--- src/rtl/uart_transmitter_if.sv ---
// Byte write port of the UART transmitter: CPU-side strobe/ready plus busy status.
interface uart_transmitter_if #(
    parameter int DATA_WIDTH = 8
);
    logic [DATA_WIDTH-1:0] data_i;
    logic                  valid_i;
    logic                  ready_o;
    logic                  busy_o;

    modport master (
        output data_i,
        output valid_i,
        input  ready_o,
        input  busy_o
    );

    modport slave (
        input  data_i,
        input  valid_i,
        output ready_o,
        output busy_o
    );
endinterface

--- src/rtl/uart_transmitter.sv ---
// Double-buffered 8N1 UART transmitter (holding reg + shifter).
// Define UART_TX_PARITY_EN for 8E1 frames with an even-parity bit.
module uart_transmitter #(
    parameter int CLK_FREQ_HZ = 100_000_000,
    parameter int BAUD_RATE   = 115_200
) (
    input  logic               clk,
    input  logic               reset,
    uart_transmitter_if.slave  bus,
    output logic               uart_tx
);
    localparam int CLKS_PER_BIT = CLK_FREQ_HZ / BAUD_RATE;
    localparam int CNT_W        = $clog2(CLKS_PER_BIT);

    typedef enum logic [2:0] {
        IDLE,
        START,
        DATA,
`ifdef UART_TX_PARITY_EN
        PARITY,
`endif
        STOP
    } state_t;

    state_t             state, state_n;
    logic [CNT_W-1:0]   cnt, cnt_n;
    logic [2:0]         idx, idx_n;
    logic [7:0]         shifter, shift_n;
    logic [7:0]         hold, hold_n;
    logic               full, full_n;
    logic               tx_n;
    logic               accept;
    logic               bit_end;
`ifdef UART_TX_PARITY_EN
    logic               par, par_n;
`endif

    assign accept      = bus.valid_i && !full;
    assign bit_end     = (cnt == CNT_W'(CLKS_PER_BIT - 1));
    assign bus.ready_o = !full;
    assign bus.busy_o  = (state != IDLE) || full;

    always_comb begin
        state_n = state;
        cnt_n   = cnt;
        idx_n   = idx;
        shift_n = shifter;
        hold_n  = hold;
        full_n  = full;
        tx_n    = 1'b1;
`ifdef UART_TX_PARITY_EN
        par_n   = par;
`endif
        unique case (state)
            IDLE: begin
                cnt_n = '0;
                idx_n = '0;
                if (accept) begin
                    shift_n = bus.data_i;
`ifdef UART_TX_PARITY_EN
                    par_n   = ^bus.data_i;
`endif
                    state_n = START;
                end
            end
            START: begin
                if (bit_end) begin
                    cnt_n   = '0;
                    state_n = DATA;
                end else begin
                    cnt_n = cnt + 1'b1;
                end
            end
            DATA: begin
                if (bit_end) begin
                    cnt_n   = '0;
                    shift_n = shifter >> 1;
                    idx_n   = idx + 3'd1;
                    if (idx == 3'd7) begin
`ifdef UART_TX_PARITY_EN
                        state_n = PARITY;
`else
                        state_n = STOP;
`endif
                    end
                end else begin
                    cnt_n = cnt + 1'b1;
                end
            end
`ifdef UART_TX_PARITY_EN
            PARITY: begin
                if (bit_end) begin
                    cnt_n   = '0;
                    state_n = STOP;
                end else begin
                    cnt_n = cnt + 1'b1;
                end
            end
`endif
            STOP: begin
                if (bit_end) begin
                    cnt_n = '0;
                    // Chain straight into the next start bit when a byte waits.
                    if (full) begin
                        shift_n = hold;
                        full_n  = 1'b0;
`ifdef UART_TX_PARITY_EN
                        par_n   = ^hold;
`endif
                        state_n = START;
                    end else if (accept) begin
                        shift_n = bus.data_i;
`ifdef UART_TX_PARITY_EN
                        par_n   = ^bus.data_i;
`endif
                        state_n = START;
                    end else begin
                        state_n = IDLE;
                    end
                end else begin
                    cnt_n = cnt + 1'b1;
                end
            end
            default: state_n = IDLE;
        endcase

        if (accept && state != IDLE && !(state == STOP && bit_end)) begin
            hold_n = bus.data_i;
            full_n = 1'b1;
        end

        // Line level follows the next state so it changes on the same edge.
        unique case (state_n)
            START:   tx_n = 1'b0;
            DATA:    tx_n = shift_n[0];
`ifdef UART_TX_PARITY_EN
            PARITY:  tx_n = par_n;
`endif
            default: tx_n = 1'b1;
        endcase
    end

    always_ff @(posedge clk) begin
        if (reset) begin
            state   <= IDLE;
            cnt     <= '0;
            idx     <= '0;
            shifter <= '0;
            hold    <= '0;
            full    <= 1'b0;
            uart_tx <= 1'b1;
`ifdef UART_TX_PARITY_EN
            par     <= 1'b0;
`endif
        end else begin
            state   <= state_n;
            cnt     <= cnt_n;
            idx     <= idx_n;
            shifter <= shift_n;
            hold    <= hold_n;
            full    <= full_n;
            uart_tx <= tx_n;
`ifdef UART_TX_PARITY_EN
            par     <= par_n;
`endif
        end
    end
endmodule
--- src/flat_wrapper.sv ---
// flat-port wrapper written by rule: the top's interface ports become plain ports
module uart_transmitter_flat 
#(
    parameter int CLK_FREQ_HZ = 100_000_000,
    parameter int BAUD_RATE   = 115_200
)
  (clk, reset, uart_tx, bus_data_i, bus_valid_i, bus_ready_o, bus_busy_o);
  uart_transmitter_if bus_i ();
  input  logic clk;
  input  logic reset;
  output logic uart_tx;
  input wire logic [$bits(bus_i.data_i)-1:0] bus_data_i;
  input wire logic [$bits(bus_i.valid_i)-1:0] bus_valid_i;
  output wire logic [$bits(bus_i.ready_o)-1:0] bus_ready_o;
  output wire logic [$bits(bus_i.busy_o)-1:0] bus_busy_o;
  assign bus_i.data_i = bus_data_i;
  assign bus_i.valid_i = bus_valid_i;
  assign bus_ready_o = bus_i.ready_o;
  assign bus_busy_o = bus_i.busy_o;
  uart_transmitter #(.CLK_FREQ_HZ(CLK_FREQ_HZ), .BAUD_RATE(BAUD_RATE)) u_core (.clk(clk), .reset(reset), .bus(bus_i), .uart_tx(uart_tx));
endmodule
--- config.mk ---
export PLATFORM = sky130hd
export DESIGN_NAME = uart_transmitter_flat
export DESIGN_NICKNAME = d
export VERILOG_FILES = /design/src/rtl/uart_transmitter_if.sv /design/src/rtl/uart_transmitter.sv /design/src/flat_wrapper.sv
export SDC_FILE = /design/constraint.sdc
export NUM_CORES = 1
export LEC_CHECK = 0
export BUFFER_PORTS_ARGS = -buffer_cell sky130_fd_sc_hd__buf_2
export CORE_UTILIZATION = 52
export DETAILED_ROUTE_END_ITERATION = 6
export GPL_TIMING_DRIVEN = 0
export PLACE_DENSITY = 0.73
export SETUP_SLACK_MARGIN = 0.05
export SYNTH_ARGS = -nofsm -noshare
export SYNTH_HDL_FRONTEND = slang
export SYNTH_SLANG_ARGS = --single-unit
--- constraint.sdc ---
create_clock -name clk -period 1.9 [get_ports clk]
set_input_delay 0.285 -clock clk [delete_from_list [all_inputs] [get_ports clk]]
set_output_delay 0.285 -clock clk [all_outputs]
set_load 0.005 [all_outputs]
* Word level (Yosys, flattened, before mapping)
Index checks and enable logic that the tools add are counted.
** Word-level totals
- Register bits after elaboration :: 34
- Latch bits :: 0
- RAM bits :: 0
- ROM bits :: 0
- Bits of input ports :: 11
- Output and inout bits :: 3
- Logic and storage cells :: 58
- Memories :: 0
** Operators by class
- Add/subtract/negate cells :: 2
- $mul :: 0
- Div/mod/pow operators :: 0
- $lt $le $gt $ge :: 0
- Eq/ne operators :: 9
- Shift-type cells :: 0
- Muxes and demuxes :: 21
- Bitwise operators :: 0
- Reduce and logical (&&, ||, !) cells :: 18
** Operators by type and width (number)
- 2-to-1 mux 8 bit :: 4
- case mux 8 bit (3 select lines) :: 1
- 2-to-1 mux 3 bit :: 7
- case mux 10 bit (2 select lines) :: 1
- case mux 3 bit (4 select lines) :: 1
- adder 10 x 1 -> 10 bit (second input constant) :: 1
- equality test 10 bit (second input constant) :: 1
- 2-to-1 mux 10 bit :: 1
- equality test 3 x 2 -> 1 bit (second input constant) :: 3
- nonzero test 2 bit :: 4
- equality test 3 x 1 -> 1 bit (second input constant) :: 2
- case mux 3 bit (2 select lines) :: 1
- nonzero test 3 bit :: 2
- logical AND 1 bit :: 4
- 2-to-1 mux 1 bit :: 4
- inequality test 2 x 1 -> 1 bit (second input constant) :: 2
- AND reduction 2 bit :: 2
- adder 3 x 1 -> 3 bit (second input constant) :: 1
- equality test 3 bit (second input constant) :: 1
- zero test 3 bit :: 1
- AND reduction 3 bit :: 1
- OR reduction 3 bit :: 1
- zero test 1 bit :: 2
- case mux 1 bit (2 select lines) :: 1
- logical OR 1 bit :: 1

* Depth between registers and ports, before layout
- Depth after elaboration :: 8
- Gate-level depth with buffers :: 7
- Mapped depth without buffers :: 7

* Worst setup path after synthesis
OpenSTA, ideal clock, no wires.
- Kind :: reg2reg
- From :: register u_core.cnt[0]
- To :: register u_core.idx[0]
- Setup time :: 65 ps
- Arrival :: 1916 ps
- Required time :: 1835 ps
- Setup slack :: -81 ps
- Cell stages (with the launch flop) :: 8
- Path buffers :: 1
- Period minus slack after synthesis :: 1981 ps
- Cells stage by stage :: dfxtp_1 > ha_1 > nand4b_1 > nor4_4 > and2_1 > buf_4 > mux2_2 > nor2_1
** Between the ends
- Cells in the longest elaborated chain, start to end :: 3
** Ends and longest elaborated chain
- start, declared :: RTL line uart_transmitter.sv:26 : logic [CNT_W-1:0] cnt, cnt_n;
- start signal, assigned :: RTL line uart_transmitter.sv:157 : cnt <= cnt_n;
- equality test 10 bit :: RTL line uart_transmitter.sv:39 : assign bit_end = (cnt == CNT_W'(CLKS_PER_BIT - 1));
- inequality test 2 x 1 -> 1 bit (no line)
- AND reduction 2 bit (no line)
- end signal, assigned :: RTL line uart_transmitter.sv:158 : idx <= idx_n;
- end, declared :: RTL line uart_transmitter.sv:27 : logic [2:0] idx, idx_n;
Every way passes these cells.
A chain may end at the register's enable or synchronous reset.

* Worst setup path in the final report
- From :: register u_core.cnt[1]
- To :: register u_core.uart_tx
** Between the ends
- Cells in the longest elaborated chain, start to end :: 5
- Elaborated cells between the ends (all ways) :: 11
- Classes of those cells :: eq/ne (3); mux (8)
** Ends and longest elaborated chain
- equality test 10 bit (*) :: RTL line uart_transmitter.sv:39
- 2-to-1 mux 3 bit, on equally long branches :: RTL line uart_transmitter.sv:101, uart_transmitter.sv:67, uart_transmitter.sv:75
- case mux 3 bit (4 select lines) :: RTL line uart_transmitter.sv:54 : unique case (state)
- equality test 3 x 2 -> 1 bit / equality test 3 x 1 -> 1 bit (equally long branches) :: RTL line uart_transmitter.sv:133 : unique case (state_n)
- case mux 1 bit (2 select lines) (*) :: RTL line uart_transmitter.sv:133
- end signal, assigned :: RTL line uart_transmitter.sv:162 : uart_tx <= tx_n;
- end, declared :: RTL line uart_transmitter.sv:10 : output logic uart_tx
Mark *: on every way between the ends. The rest lies on a longest branch, timed or not. The select of a mux whose other input is x is not followed.

==> flow_results.xml <==
<?xml version="1.0" encoding="UTF-8"?>
<metrics>
  <group name="worst_setup_path">
    <metric name="crit-reg2reg-capture" unit="">u_core.uart_tx</metric>
    <metric name="worstSetupStartpointType" unit="">register</metric>
    <metric name="cp_max_fo" unit="">5</metric>
    <metric name="timing.setup.critical_path_class" unit="">reg -&gt; reg</metric>
    <metric name="cp.arrival" unit="ns">2.21</metric>
    <metric name="timing.critical_path.required" unit="ns">2.16</metric>
    <metric name="regToRegStartpoint" unit="">u_core.cnt[1]</metric>
    <metric name="r2r.worst_path.cells" unit="">8</metric>
    <metric name="r2r_setup_slack" unit="ns">-0.05</metric>
    <metric name="worstSetupEndpointType" unit="">register</metric>
  </group>
  <group name="clock_network">
    <metric name="cts_tree" unit="">yes</metric>
    <metric name="tritoncts.num_buffers" unit="">5</metric>
    <metric name="clock_insertion_delay_worst_skew" unit="ns">0.35</metric>
    <metric name="clockRootBuffer" unit="">clkbuf_4</metric>
    <metric name="cts.sinks" unit="">34</metric>
    <metric name="clock_path_buffers" unit="">2</metric>
    <metric name="worst_setup_hold_path_clk_slew" unit="ns">0.12</metric>
    <metric name="h-tree-depth" unit="">2</metric>
  </group>
  <group name="synthesis">
    <metric name="yosys_warnings" unit="">0</metric>
    <metric name="post_synthesis_sequential_area_ratio" unit="%">36.07</metric>
    <metric name="syn-cell-area" unit="mm²">0.001887</metric>
    <metric name="synth_fp_nets" unit="">235</metric>
    <metric name="yosys_register_bits" unit="">34</metric>
    <metric name="synthArstFlopShare" unit="%">0</metric>
    <metric name="synth_enable_flop_cells" unit="">0</metric>
    <metric name="ys_dominant_reg_cell" unit="">dfxtp_1</metric>
    <metric name="synthesis.area_per_instance" unit="µm²">8.538</metric>
    <metric name="netlist-cell-type-count" unit="">45</metric>
    <metric name="synth_cells" unit="">221</metric>
  </group>
  <group name="floorplanning">
    <metric name="top_level_ports" unit="">14</metric>
    <metric name="core.rowCount" unit="">21</metric>
    <metric name="core_region_area" unit="mm²">0.003416</metric>
    <metric name="floorplan.die.height" unit="µm">62.24</metric>
    <metric name="die_width" unit="µm">62.24</metric>
    <metric name="initial_utilization" unit="%">55.24</metric>
    <metric name="die_area" unit="mm²">0.003873</metric>
  </group>
  <group name="timing">
    <metric name="max_slew.worst_pin.slew" unit="ns">0.6296</metric>
    <metric name="period_needed" unit="ns">1.947</metric>
    <metric name="timing.final.ws_setup" unit="ns">-0.04679</metric>
    <metric name="maxSlewViolCount" unit="">0</metric>
    <metric name="final_hold_viol_count" unit="">0</metric>
    <metric name="timing.slew.headroom" unit="%">57.58</metric>
    <metric name="worst_clock_skew" unit="ns">0.01739</metric>
    <metric name="rsz_0062_raised_after_global_routing" unit="">true</metric>
    <metric name="final_min_period_over_clock_period" unit="%">102.5</metric>
    <metric name="timing.final.setup_violations" unit="">2</metric>
    <metric name="fmax" unit="GHz">0.5137</metric>
    <metric name="timing.hold.ws" unit="ns">0.1798</metric>
  </group>
  <group name="grt">
    <metric name="grt_antenna_before_repair" unit="">0</metric>
    <metric name="via_count_of_the_first_global_routing_pass" unit="">1702</metric>
    <metric name="grt_max_degree" unit="">11</metric>
    <metric name="grt_usage" unit="%">26.74</metric>
    <metric name="grt_first_pass_wirelength" unit="µm">8114</metric>
    <metric name="globalRoute.totalOverflow" unit="">0</metric>
  </group>
  <group name="outcome">
    <metric name="status" unit="">complete, but fails checks</metric>
    <metric name="failed_checks" unit="">setup timing</metric>
  </group>
  <group name="routing">
    <metric name="wl_per_cell" unit="µm">17.01</metric>
    <metric name="detail-route-antenna-nets" unit="">0</metric>
    <metric name="first_iter_violations" unit="">254</metric>
    <metric name="firstDrtPassIters" unit="">5</metric>
    <metric name="drt-vias-per-instance" unit="">6.323</metric>
    <metric name="wl" unit="µm">5104</metric>
    <metric name="drcViolationCount" unit="">0</metric>
    <metric name="detailroute.via_count" unit="">1897</metric>
  </group>
  <group name="finish">
    <metric name="design_area" unit="mm²">0.002375</metric>
    <metric name="final.fill_count" unit="">287</metric>
    <metric name="multiInputGateArea" unit="mm²">0.001222</metric>
    <metric name="layout-drive-gt1-share" unit="%">31.50</metric>
    <metric name="final-seq-area" unit="µm²">698.2</metric>
    <metric name="design.final.nets" unit="">268</metric>
    <metric name="diodes" unit="">0</metric>
    <metric name="syn2layout_area_growth" unit="%">25.86</metric>
  </group>
  <group name="worst_hold_path">
    <metric name="whs_path_depth" unit="">3</metric>
    <metric name="timing.hold.worst.class" unit="">in -&gt; reg</metric>
    <metric name="worst_hold_startpoint" unit="">bus_data_i[0]</metric>
    <metric name="min_to" unit="">u_core.hold[0]</metric>
  </group>
  <group name="power_and_ir_drop">
    <metric name="power.density" unit="mW/mm²">641.6</metric>
    <metric name="ir_drop" unit="V">0.0004456</metric>
    <metric name="p_total" unit="mW">1.524</metric>
    <metric name="leakagePower" unit="nW">0.8307</metric>
  </group>
  <group name="placement">
    <metric name="preCtsSetupSlack" unit="ns">-0.2181</metric>
    <metric name="placement.cell_area" unit="mm²">0.002013</metric>
    <metric name="finalWeightedCongestion" unit="">0.8816</metric>
    <metric name="count_of_port_buffers_added_during_placement" unit="">12</metric>
    <metric name="dp_hpwl" unit="µm">3110</metric>
  </group>
  <group name="job">
    <metric name="timing.max_cap.violations" unit="">0</metric>
  </group>
</metrics>
-- placed cells by master (no fill, tap or decap), types with 5 or more instances in the layout --
master and n:
a211oi_2 7, a21oi_1 15, a22oi_1 5, a311oi_1 6, buf_2 15, buf_4 12
buf_6 7, clkbuf_1 5, clkbuf_4 5, dfxtp_1 28, inv_1 5, mux2i_1 10
nand2_1 17, nand3_1 6, nor2_1 20, nor3_1 10, o21ai_0 5, o22ai_1 11
-- how the worst max path moves through the flow --
stage / cells past startpoint / from / slack, ns / endpoint
after CTS: 7 / u_core.cnt[1] / 0.05 / u_core.idx[0]
after global routing: 8 / u_core.cnt[1] / -0.11 / u_core.uart_tx
after detailed placement: 7 / u_core.cnt[0] / -0.22 / u_core.cnt[1]
after global placement: 7 / u_core.cnt[0] / -0.18 / u_core.idx[0]
after floorplan: 7 / u_core.cnt[7] / 0.02 / u_core.idx[0]
final: 8 / u_core.cnt[1] / -0.05 / u_core.uart_tx
-- metal layers --
metal | vias to the layer above | global-route usage, % | wire length [µm]
li1 | 899 | - | -
met1 | 908 | 37.40 | 2385
met2 | 82 | 40.25 | 2325
met3 | 8 | 5.147 | 305
met4 | 0 | 10.76 | 87
met5 | - | 0 | 0
-- worst max-delay path, cell delays in order, from the launching register on --
cell and delay (ns):
dfxtp_4 0.37, ha_4 0.15, nand4b_1 0.19, buf_4 0.21, nor3_4 0.29, buf_6 0.19, buf_6 0.09, o311ai_2 0.08
a22oi_1 0.28
-- report_power, final --
part	total, mW	internal [mW]	switching (mW)
sequential	0.750	0.731	0.0185
clock	0.560	0.306	0.254
combinational	0.214	0.0865	0.128
-- state kept, by name, summed over array words and instances (netlist names) --
signal and count:
u_core.full 1, u_core.state 3, u_core.uart_tx 1, u_core.shifter 8, u_core.cnt 10, u_core.idx 3, u_core.hold 8
-- cell type report --
| type | count | area share, % |
|---|---|---|
| well taps | 46 | 2.424 |
| flip-flops and latches | 34 | 29.40 |
| clock inverters | 1 | 1.264 |
| inverters | 6 | 1.001 |
| clock buffers | 6 | 2.160 |
| repair buffers | 29 | 9.062 |
| multi-input cells | 165 | 51.48 |
| plain buffers | 13 | 3.214 |
-- metrics by stage --
stage	TNS [ns]	instances	util (%)
after floorplan	0	221	-
after global placement	-2.990	279	58.94
after detailed placement	-3.827	279	58.94
after CTS	0	294	64.58
after global routing	-1.035	300	69.52
final	-0.04718	300	69.52
-- cell usage after synthesis (all sizes together), types with 2 or more instances --
library cell	count	area share, %
nor3	12	3.8
nand3b	4	1.6
inv	5	0.99
and2	2	0.66
mux2i	11	5.8
a21oi	18	4.8
a31oi	2	0.66
o22ai	11	3.6
buf	8	2.9
and3	3	0.99
a41oi	6	3.8
nor2	23	4.6
nand2b	2	0.66
clkbuf	8	1.6
a211oi	9	4.6
a311oi	6	2.8
or3	3	1.3
nand2	17	3.4
dfxtp	34	36
o21ai	7	1.9
ha	3	2.0
a22oi	7	3.1
nand3	6	1.6
-- cells by family (layout without fill, tap and decap cells) --
family / after synthesis / in the layout / share of synthesized area, %
simple gates: 78 / 78 / 21.75
compound gates: 70 / 70 / 27.45
flops: 34 / 34 / 36.07
buf+inv: 22 / 55 / 5.636
mux: 12 / 12 / 6.433
fa+ha+maj: 3 / 3 / 1.990
other cells: 1 / 1 / 0.1987
xor+xnor: 1 / 1 / 0.4643
-- repair_timing --
item | CTS | global route
pin swaps | 6 | 20
gates resized for setup | 15 | 29
cloned | 0 | 1
buffers inserted | 10 | 6
hold buffers | 0 | 0
endpoints found under the setup margin | 30 | 30
Power figures use the tool's default switching activity.
